[src/rtl/checkout_scan_sequencer_if.sv]
// Scan-lane bus between the checkout front end and checkout_scan_sequencer.
// Discount tally signals exist only when DISCOUNT_TALLY_EN is defined.
interface checkout_scan_sequencer_if #(
   parameter int DEPTH = 4
);
   localparam int CW = $clog2(DEPTH + 1);

   logic          scan;
   logic [2:0]    upc_in;
   logic          mark_in;
   logic          clear;
   logic [2:0]    upc_out;
   logic          show;
   logic [CW-1:0] item_count;
   logic          full;
   logic          empty;
   logic          reject;
   logic          alarm;
`ifdef DISCOUNT_TALLY_EN
   logic [CW-1:0] discount_count;
   logic          discount_now;

   modport master (
      output scan, upc_in, mark_in, clear,
      input  upc_out, show, item_count, full, empty, reject, alarm,
      input  discount_count, discount_now
   );
   modport slave (
      input  scan, upc_in, mark_in, clear,
      output upc_out, show, item_count, full, empty, reject, alarm,
      output discount_count, discount_now
   );
`else
   modport master (
      output scan, upc_in, mark_in, clear,
      input  upc_out, show, item_count, full, empty, reject, alarm
   );
   modport slave (
      input  scan, upc_in, mark_in, clear,
      output upc_out, show, item_count, full, empty, reject, alarm
   );
`endif
endinterface

[src/rtl/checkout_scan_sequencer.sv]
// Checkout-lane scan buffer with round-robin SHOW/GAP display of buffered UPC codes.
// Optional discount tally (discount_count, discount_now) enabled by DISCOUNT_TALLY_EN.
module checkout_scan_sequencer #(
   parameter int DEPTH = 4,
   parameter int DWELL = 25000000,
   parameter int GAP   = 5000000
) (
   input logic                      clk,
   input logic                      reset,
   checkout_scan_sequencer_if.slave io
);
   localparam int CW   = $clog2(DEPTH + 1);
   localparam int IW   = $clog2(DEPTH);
   localparam int TMAX = (DWELL > GAP) ? DWELL : GAP;
   localparam int TW   = (TMAX > 1) ? $clog2(TMAX) : 1;

   typedef enum logic [1:0] {S_IDLE, S_SHOW, S_GAP} state_t;

   function automatic logic code_valid(input logic [2:0] c);
      return !(c == 3'b010 || c == 3'b111);
   endfunction

   function automatic logic code_stolen_risk(input logic [2:0] c);
      return (c == 3'b000 || c == 3'b100 || c == 3'b101);
   endfunction

   function automatic logic code_discount(input logic [2:0] c);
      return (c == 3'b011 || c == 3'b101 || c == 3'b110);
   endfunction

   state_t        state_q, state_d;
   logic [2:0]    slot_q [DEPTH];
   logic [CW-1:0] count_q, count_d;
   logic [IW-1:0] idx_q, idx_d, idx_nxt;
   logic [TW-1:0] timer_q, timer_d;
   logic [2:0]    upc_q, upc_d;
   logic          alarm_q, alarm_d;
   logic          reject_q, reject_d;
   logic          full_w, accept, refuse;

   always_comb begin
      full_w  = (count_q == CW'(DEPTH));
      accept  = io.scan & code_valid(io.upc_in) & ~full_w & ~io.clear;
      refuse  = io.scan & ~io.clear & (~code_valid(io.upc_in) | full_w);
      idx_nxt = ((CW'(idx_q) + CW'(1)) == count_q) ? '0 : idx_q + 1'b1;

      state_d  = state_q;
      count_d  = count_q;
      idx_d    = idx_q;
      timer_d  = timer_q;
      upc_d    = upc_q;
      alarm_d  = alarm_q;
      reject_d = refuse;

      if (accept) begin
         count_d = count_q + 1'b1;
         if (!io.mark_in && code_stolen_risk(io.upc_in)) alarm_d = 1'b1;
      end

      case (state_q)
         S_IDLE: begin
            // First accept bypasses the slot array so the item shows one cycle later
            if (count_q != '0 || accept) begin
               state_d = S_SHOW;
               idx_d   = '0;
               timer_d = '0;
               upc_d   = (count_q != '0) ? slot_q[0] : io.upc_in;
            end
         end
         S_SHOW: begin
            if (timer_q == TW'(DWELL - 1)) begin
               state_d = S_GAP;
               timer_d = '0;
            end else begin
               timer_d = timer_q + 1'b1;
            end
         end
         S_GAP: begin
            if (timer_q == TW'(GAP - 1)) begin
               state_d = S_SHOW;
               timer_d = '0;
               idx_d   = idx_nxt;
               upc_d   = slot_q[idx_nxt];
            end else begin
               timer_d = timer_q + 1'b1;
            end
         end
         default: state_d = S_IDLE;
      endcase

      if (io.clear) begin
         state_d = S_IDLE;
         count_d = '0;
         idx_d   = '0;
         timer_d = '0;
         alarm_d = 1'b0;
      end
   end

   always_ff @(posedge clk) begin
      if (reset) begin
         state_q  <= S_IDLE;
         count_q  <= '0;
         idx_q    <= '0;
         timer_q  <= '0;
         upc_q    <= '0;
         alarm_q  <= 1'b0;
         reject_q <= 1'b0;
      end else begin
         state_q  <= state_d;
         count_q  <= count_d;
         idx_q    <= idx_d;
         timer_q  <= timer_d;
         upc_q    <= upc_d;
         alarm_q  <= alarm_d;
         reject_q <= reject_d;
      end
   end

   // Slot storage carries no reset; contents are meaningless once count is zero
   always_ff @(posedge clk) begin
      if (accept) slot_q[count_q[IW-1:0]] <= io.upc_in;
   end

   assign io.upc_out    = upc_q;
   assign io.show       = (state_q == S_SHOW);
   assign io.item_count = count_q;
   assign io.full       = full_w;
   assign io.empty      = (count_q == '0);
   assign io.reject     = reject_q;
   assign io.alarm      = alarm_q;

`ifdef DISCOUNT_TALLY_EN
   logic [CW-1:0] disc_q, disc_d;

   always_comb begin
      disc_d = disc_q;
      if (accept && code_discount(io.upc_in)) disc_d = disc_q + 1'b1;
      if (io.clear) disc_d = '0;
   end

   always_ff @(posedge clk) begin
      if (reset) disc_q <= '0;
      else       disc_q <= disc_d;
   end

   assign io.discount_count = disc_q;
   assign io.discount_now   = io.show & code_discount(upc_q);
`endif
endmodule

[src/flat_wrapper.sv]
// flat-port wrapper written by rule: the top's interface ports become plain ports
module checkout_scan_sequencer_flat 
#(
   parameter int DEPTH = 4,
   parameter int DWELL = 25000000,
   parameter int GAP   = 5000000
)
  (clk, reset, io_scan, io_upc_in, io_mark_in, io_clear, io_upc_out, io_show, io_item_count, io_full, io_empty, io_reject, io_alarm);
  checkout_scan_sequencer_if #(.DEPTH(DEPTH)) io_i ();
  input logic clk;
  input logic reset;
  input wire logic [$bits(io_i.scan)-1:0] io_scan;
  input wire logic [$bits(io_i.upc_in)-1:0] io_upc_in;
  input wire logic [$bits(io_i.mark_in)-1:0] io_mark_in;
  input wire logic [$bits(io_i.clear)-1:0] io_clear;
  output wire logic [$bits(io_i.upc_out)-1:0] io_upc_out;
  output wire logic [$bits(io_i.show)-1:0] io_show;
  output wire logic [$bits(io_i.item_count)-1:0] io_item_count;
  output wire logic [$bits(io_i.full)-1:0] io_full;
  output wire logic [$bits(io_i.empty)-1:0] io_empty;
  output wire logic [$bits(io_i.reject)-1:0] io_reject;
  output wire logic [$bits(io_i.alarm)-1:0] io_alarm;
  assign io_i.scan = io_scan;
  assign io_i.upc_in = io_upc_in;
  assign io_i.mark_in = io_mark_in;
  assign io_i.clear = io_clear;
  assign io_upc_out = io_i.upc_out;
  assign io_show = io_i.show;
  assign io_item_count = io_i.item_count;
  assign io_full = io_i.full;
  assign io_empty = io_i.empty;
  assign io_reject = io_i.reject;
  assign io_alarm = io_i.alarm;
  checkout_scan_sequencer #(.DEPTH(DEPTH), .DWELL(DWELL), .GAP(GAP)) u_core (.clk(clk), .reset(reset), .io(io_i));
endmodule
[config.mk]
export PLATFORM = sky130hd
export DESIGN_NAME = checkout_scan_sequencer_flat
export DESIGN_NICKNAME = d
export VERILOG_FILES = /design/src/rtl/checkout_scan_sequencer_if.sv /design/src/rtl/checkout_scan_sequencer.sv /design/src/flat_wrapper.sv
export SDC_FILE = /design/constraint.sdc
export NUM_CORES = 1
export LEC_CHECK = 0
export CAP_MARGIN = 30
export CORE_MARGIN = 3
export CORE_UTILIZATION = 40
export CTS_BUF_LIST = sky130_fd_sc_hd__clkbuf_16
export DETAILED_ROUTE_END_ITERATION = 7
export HOLD_SLACK_MARGIN = 0.1
export SYNTH_ARGS = -nofsm -noshare
export SYNTH_HDL_FRONTEND = slang
export SYNTH_SLANG_ARGS = --single-unit
[constraint.sdc]
create_clock -name clk -period 2.4 [get_ports clk]
set_input_delay 0.48 -clock clk [delete_from_list [all_inputs] [get_ports clk]]
set_output_delay 0.48 -clock clk [all_outputs]
set_load 0.01 [all_outputs]
==> impl_metrics.ini, run 1 <==
[run_status]
outcome = completed

[detailed_routing]
dr.pass1.iters = 5
viasPerCell = 5.75
vias = 2295
drt_iter0_drc = 170
drc = 0
wirelength_mm = 6.62
ant_nets = 0
wl_per_cell_um = 16.6

[cts]
cts_hold_buf = 0
clock-root-buffer = clkbuf_16
cts_buffers = 5
clock-sinks = 49
cts_tree = yes
clock_path_buffers = 2
clk_latency_ns = 0.29
h-tree-depth = 2
cts.clk_slew.worst_paths_ns = 0.07

[sta]
slew_headroom = 0.624
rsz0062_at_grt = no
max_freq_ghz = 0.435
skew_ns = 0.0101
finalHoldWorstSlack_ns = 0.469
timing.final.crit_share = 0.957
finalSetupTns_ns = 0
hold_viol_final = 0
finalSetupViolCount = 0
finalMaxSlewViolations = 0
min_period_ns = 2.30
tightest_slew_ns = 0.560
setup_ws_ns = 0.104

[floorplanning]
num_rows = 29
die_x_um = 88.9
die_h_um = 88.9
dieArea_um2 = 7910
core_um2 = 6490
num_io_pins = 19
start_util = 0.423

[grt]
grt_pass1_wl_mm = 11.0
grt-ovfl-total = 0
grt_start_max_net_pins = 19
grt_use_total = 0.180
grt_pass1_vias = 2144
antenna_found_initial = 0

[synthesis]
synth-compound-area-share = 0.200
synthArstFlopShare = 0
ys_warn_count = 0
synth_mux_area_frac = 0.0164
synth-edff-count = 12
synth_nets = 306
synthTopCellsByArea = dfxtp_1 27%, edfxtp_1 13%, xor2_1 5.7%
yosysSeqAreaShare = 0.400
synthDistinctLibCells = 61
synthSimpleGateAreaFrac = 0.226
syn-cell-area_um2 = 2750
synth.top_cell.area_share = 0.269
avgSynthCellArea_um2 = 9.55
synthXorXnorAreaFrac = 0.0796
ys.flop_type = dfxtp_1
synth_top_area_cell = dfxtp_1
syn_inst = 288
synth_top_family_by_area = simple AND/OR/NAND/NOR gates
ys_ff_latch = 49
yosys.area_share.adder = 0.0455

[place]
gp_congestion = 0.765
place_ws_ns = 0.0224
dp_cells = 391
place_hpwl_mm = 4.95
port-buffer-count = 18
place_area_um2 = 3120

[worst_setup_path]
max_stage_delay_ns = 0.58
worstPathMaxFanout = 5
critPathLaunchType = flip-flop
crit_type = reg2out
cp.arrival_ns = 1.82
critical_path.slowest_cell = clkdlybuf4s50_1
crit_chain = inv_1 > ha_1 > and2_1 > clkdlybuf4s50_1
worstPathRequired_ns = 1.92
cp-end-kind = primary output

[final_layout]
stdcell_count = 399
final_cell_mix = 37 x dfxtp_1, 32 x nor2_1, 18 x xor2_1, 18 x clkdlybuf4s50_1
fin_area_um2 = 3270
drive_gt1_frac = 0.121
diodes = 0
nFillCells = 607
area.growth.synth_to_final_pct = 19.0
fin_util = 0.504
layout_commonest_cell = dfxtp_1
nets = 339

[flow_run]
max_cap_viol_count = 0

[power]
p_leak_nw = 1.14
p_total_mw = 1.86
powerDensity_nw_per_um2 = 567
peakVddDrop_mv = 0.447

[hold_path]
hold_class = reg2reg
[what timing repair did]
action	4_1_cts	5_1_grt
gates resized for setup	0	2
setup buffers	0	0
endpoints found under the setup margin	0	3
[logic make-up (layout without fill, tap and decap cells)]
group | Yosys count | in the layout
AOI/OAI and AO/OA | 74 | 74
xor gates and xnor gates | 25 | 25
adders and majority gates | 10 | 10
buffers and inverters | 18 | 52
DFF | 49 | 49
muxes | 4 | 4
and+or+nand+nor | 108 | 108
[layout make-up]
class | instances | area (um^2) | area share
clock buffer | 5 | 125 | 0.0382
clock inverter | 3 | 28.8 | 0.00879
inverter | 8 | 30.0 | 0.00917
multi-input combinational | 221 | 1560 | 0.478
sequential | 49 | 1100 | 0.336
tap | 77 | 96.3 | 0.0294
timing repair buffer | 36 | 328 | 0.100
[sequential cells by signal (all words and copies together), names as in the netlist]
name / flops
u_core.timer_q: 25
u_core.slot_q: 12
u_core.idx_q: 2
u_core.io.upc_out: 3
u_core.io.item_count: 3
u_core.io.alarm: 1
u_core.state_q: 2
u_core.io.reject: 1
[worst max-delay path, delay by kind of cell, from the launching register on]
kind	cells	cell delay [ns]
fa+ha+maj	1	0.23
flops	1	0.31
simple gates	1	0.25
buf+inv	2	0.73
[per-layer routing]
metal  up-vias  GRT usage  share of wire
met4         0     0.0495          0.013
met5         -          0              0
met1      1078      0.271           0.51
met2        56      0.258           0.42
met3         9     0.0387          0.060
li1       1152          -              -
[report_power, final]
group,internal [mW],leakage [nW],switching (mW)
Clock,0.399,0.0763,0.329
Sequential,0.861,0.407,0.00909
Combinational,0.110,0.656,0.149
[worst paths after layout]
kind,endpoint,slack (ns),cells past startpoint,startpoint
setup / recovery,io_full,0.10,4,u_core.io.item_count[1]
hold / removal,u_core.io.upc_out[2],0.47,2,u_core.io.upc_out[2]
setup reg to reg,u_core.timer_q[8],0.21,8,u_core.io.item_count[0]
hold reg to reg,u_core.io.upc_out[2],0.47,2,u_core.io.upc_out[2]
[cells in the mapped netlist (all sizes together), types with 7 or more instances]
library cell	count
nand2	10
a21oi	18
and2	9
inv	8
o211ai	7
o2111ai	12
nand4	7
ha	10
nand3	7
dfxtp	37
nor2b	7
xor2	18
buf	8
nor2	33
edfxtp	12
o21ai	13
xnor2	7
Note: power is estimated with default switching activity, not from simulation.
==> run 2, diff against run 1 <==
--- a/config.mk
+++ b/config.mk
@@ -10,7 +10,7 @@
 export CORE_UTILIZATION = 40
 export CTS_BUF_LIST = sky130_fd_sc_hd__clkbuf_16
 export DETAILED_ROUTE_END_ITERATION = 7
-export HOLD_SLACK_MARGIN = 0.1
+export PLACE_DENSITY_LB_ADDON = 0.15
 export SYNTH_ARGS = -nofsm -noshare
 export SYNTH_HDL_FRONTEND = slang
 export SYNTH_SLANG_ARGS = --single-unit
==> run 2 against run 1 <==
Non-clock buffer count up 3. Cell count is 0.75% higher. Critical path type unchanged. Largest power group unchanged. Sequential power about the same.
==> impl_metrics.ini, run 2 (synthesis results as in run 1) <==
[worst_setup_path]
cp-end-kind = primary output
max_stage_delay_ns = 0.57
critical_path.slowest_cell = clkdlybuf4s50_1
critPathTopFamily = buffers and inverters
worstPathMaxFanout = 4
crit_chain = inv_1 > ha_1 > nor2b_2 > clkdlybuf4s50_1
critPathLaunchType = flip-flop
worstPathRequired_ns = 1.92
crit_type = reg2out
cp.arrival_ns = 1.78
path_buf_inv = 2

[power]
p_total_mw = 1.80
powerDensity_nw_per_um2 = 548
peakVddDrop_mv = 0.427
p_leak_nw = 1.15

[floorplanning]
dieArea_um2 = 7910
die_h_um = 88.9
start_util = 0.423
die_x_um = 88.9
num_io_pins = 19
num_rows = 29
core_um2 = 6490

[detailed_routing]
drt_iter0_drc = 75
wirelength_mm = 6.40
dr.pass1.iters = 4
wl_per_cell_um = 15.9
ant_nets = 0
drc = 0
viasPerCell = 5.67
vias = 2281

[sta]
min_period_ns = 2.26
tightest_slew_ns = 0.576
finalSetupTns_ns = 0
slew_headroom = 0.613
hold_viol_final = 0
rsz0062_at_grt = no
skew_ns = 0.00346
finalSetupViolCount = 0
max_freq_ghz = 0.443
finalMaxSlewViolations = 0
timing.final.crit_share = 0.940

[cts]
cts_tree = yes
cts.clk_slew.worst_paths_ns = 0.06
cts_hold_buf = 0
cts_setup_buffers = 0
cts-resized-gates = 0
clk_latency_ns = 0.28
h-tree-depth = 2
clock-sinks = 49
clock_path_buffers = 2
clock-root-buffer = clkbuf_16
cts_buffers = 5

[grt]
gr-usage-met1 = 0.277
grt_use_total = 0.171
grtUsageMet2 = 0.235
grt_most_used_layer = met1
grt-ovfl-total = 0
grt_util_met3 = 0.0276
grt_pass1_vias = 2045
grt_pass1_wl_mm = 10.4
antenna_found_initial = 0
grt_start_max_net_pins = 23

[place]
place_hpwl_mm = 4.86
port-buffer-count = 18
gp_congestion = 0.815

[hold_path]
hold_class = reg2reg

[final_layout]
largest_register_ffs = 25
final_cell_mix = 37 x dfxtp_1, 32 x nor2_1, 20 x buf_4
regMostFlops = u_core.timer_q
diodes = 0
drive_gt1_frac = 0.123
nets = 342
area.growth.synth_to_final_pct = 19.2
layout_commonest_cell = dfxtp_1
nFillCells = 575

[run_status]
outcome = completed

[flow_run]
max_cap_viol_count = 0
[run 2: cell count changes in the layout (fill, tap and decap cells not counted)]
cell / delta
a2111oi_1: -1
a2111oi_0: +1
clkinv_4: -1
buf_4: +3
clkinv_2: +1
inv_6: -1
inv_8: -1
clkinv_1: +2
[run 2: stage by stage]
step | util | hold WS [ns] | setup slack [ns] | cell area (um^2) | std cells
4_1_cts | 0.504 | 0.461 | 0.0497 | 3280 | 402
3_5_place_dp | 0.483 | 0.453 | 0.0941 | 3140 | 394
3_3_place_gp | 0.483 | 0.455 | 0.133 | 3140 | 394
2_1_floorplan | - | 0.453 | 0.130 | 2750 | 288
6_report | 0.505 | 0.462 | 0.143 | 3280 | 402
5_1_grt | 0.505 | 0.491 | 0.0444 | 3280 | 402
[run 2: per-layer routing]
metal  wire length [um]  up-vias  share of wire
li1                   -     1152              -
met5                  0        -              0
met1               3530     1089           0.55
met3                246        4          0.038
met4                 30        0         0.0047
met2               2590       36           0.41
[run 2: layout make-up]
type	count	area, um^2	area share
repair buffers	39	350	0.107
clock inverters	3	12.5	0.00382
inverters	8	30.0	0.00916
clock buffers	5	125	0.0382
well taps	77	96.3	0.0294
flip-flops and latches	49	1100	0.336
multi-input cells	221	1560	0.477
[run 2: worst register-to-register path, stage by stage, from the launching register on]
cell	delay, ns
dfxtp_1	0.32
inv_1	0.10
ha_1	0.25
nor2b_2	0.19
buf_4	0.18
and2_1	0.18
a2111oi_0	0.42
o221ai_1	0.20
a21oi_1	0.15
[run 2: worst paths after layout]
check,from,to,slack [ns],cells past startpoint
worst max register to register,u_core.io.item_count[0],u_core.timer_q[2],0.34,8
worst min register to register,u_core.io.upc_out[2],u_core.io.upc_out[2],0.46,2
worst max-delay path,u_core.io.item_count[0],io_empty,0.14,4
worst min-delay path,u_core.io.upc_out[2],u_core.io.upc_out[2],0.46,2
[run 2: power breakdown]
part	switching (mW)	internal (mW)
Combinational	0.146	0.111
Clock	0.291	0.377
Sequential	0.00914	0.861
Total	0.446	1.35
==> run 3, diff against run 2 <==
--- a/config.mk
+++ b/config.mk
@@ -8,7 +8,6 @@
 export CAP_MARGIN = 30
 export CORE_MARGIN = 3
 export CORE_UTILIZATION = 40
-export CTS_BUF_LIST = sky130_fd_sc_hd__clkbuf_16
 export DETAILED_ROUTE_END_ITERATION = 7
 export PLACE_DENSITY_LB_ADDON = 0.15
 export SYNTH_ARGS = -nofsm -noshare
==> run 3 against run 2 <==
Count of clock-buffer cells in the layout up 1. Utilization is 0.71 points lower. Non-clock buffer count did not move. Cell count unchanged.
==> impl_metrics.ini, run 3 (synthesis results as in run 1) <==
[sta]
max_freq_ghz = 0.437
finalSetupViolCount = 0
finalHoldWorstSlack_ns = 0.465
timing.final.crit_share = 0.953
rsz0062_at_grt = no
finalSetupTns_ns = 0
min_period_ns = 2.29
slew_headroom = 0.618
tightest_slew_ns = 0.568
hold_viol_final = 0
skew_ns = 0.00676
finalMaxSlewViolations = 0

[detailed_routing]
vias = 2272
drc = 0
ant_nets = 0
wl_per_cell_um = 15.9
drt_iter0_drc = 87
dr.pass1.iters = 4
viasPerCell = 5.65
wirelength_mm = 6.38

[floorplanning]
die_h_um = 88.9
num_io_pins = 19
num_rows = 29
dieArea_um2 = 7910
die_x_um = 88.9
core_um2 = 6490
start_util = 0.423

[worst_setup_path]
critPathTopFamily = buffers and inverters
worstPathRequired_ns = 1.92
max_stage_delay_ns = 0.58
cp-end-kind = primary output
critical_path.slowest_cell = clkdlybuf4s50_1
cp.arrival_ns = 1.81
crit_chain = inv_1 > ha_1 > nor2b_2 > clkdlybuf4s50_1
critPathLaunchType = flip-flop
worstPathMaxFanout = 5
path_buf_inv = 2
crit_type = reg2out

[grt]
grt_use_total = 0.172
grt_pass1_wl_mm = 10.4
grt-ovfl-total = 0
grt_pass1_vias = 2029
antenna_found_initial = 0
grt_start_max_net_pins = 23

[cts]
cts_tree = yes
h-tree-depth = 2
clock-root-buffer = clkbuf_8
cts.clk_slew.worst_paths_ns = 0.09
cts_setup_buffers = 0
clock_path_buffers = 2
clock-sinks = 49
clk_latency_ns = 0.30
cts-resized-gates = 0
cts_buffers = 5
cts_hold_buf = 0

[final_layout]
seqCellArea_um2 = 1100
regMostFlops = u_core.timer_q
area.growth.synth_to_final_pct = 17.5
largest_register_ffs = 25
multi_input_area_um2 = 1560
nFillCells = 583
final_cell_mix = 37 x dfxtp_1, 32 x nor2_1, 20 x buf_4
nets = 342
diodes = 0
fin_area_um2 = 3230
drive_gt1_frac = 0.126
layout_commonest_cell = dfxtp_1

[place]
place_hpwl_mm = 4.86
place_area_um2 = 3140
gp_congestion = 0.815
port-buffer-count = 18

[power]
p_leak_nw = 1.13
powerDensity_nw_per_um2 = 503
peakVddDrop_mv = 0.215

[flow_run]
max_cap_viol_count = 0

[hold_path]
hold_class = reg2reg

[run_status]
outcome = completed
==> run 3: worst min-delay path, delay by kind of cell, from the launching register on <==
family | cells | cell delay (ns)
and+or+nand+nor | 1 | 0.05
AOI/OAI and AO/OA | 1 | 0.06
DFF | 1 | 0.32
==> run 3: stage by stage <==
step	total power, mW	util	std cells	setup WS, ns
2_1_floorplan	1.04	-	288	0.130
3_3_place_gp	1.15	0.483	394	0.133
3_5_place_dp	1.15	0.483	394	0.0941
4_1_cts	1.64	0.497	402	0.0195
5_1_grt	1.70	0.498	402	0.00995
6_report	1.63	0.498	402	0.114
==> run 3: final cells by class <==
type                            count  share of cell area
Tap cell                           77              0.0298
Timing Repair Buffer               39               0.108
Inverter                            8             0.00929
Clock inverter                      2             0.00271
Multi-Input combinational cell    221               0.484
Clock buffer                        6              0.0256
Sequential cell                    49               0.341
==> run 3: final timing paths <==
kind	start	to	cells past startpoint	slack, ns
max reg2reg	u_core.io.item_count[0]	u_core.timer_q[2]	8	0.34
max	u_core.io.item_count[1]	io_empty	4	0.11
min reg2reg	u_core.io.upc_out[2]	u_core.io.upc_out[2]	2	0.47
min	u_core.io.upc_out[2]	u_core.io.upc_out[2]	2	0.47
==> run 3: power breakdown <==
part           switching (mW)  internal, mW
combinational           0.146         0.111
sequential            0.00908         0.861
clock                   0.270         0.229
==> run 3: per-layer routing <==
metal | track usage | vias to the layer above | share of wire
met5 | 0 | - | 0
met4 | 0.0412 | 0 | 0.0060
met3 | 0.0304 | 4 | 0.035
met2 | 0.234 | 38 | 0.40
met1 | 0.277 | 1074 | 0.56
li1 | - | 1156 | -
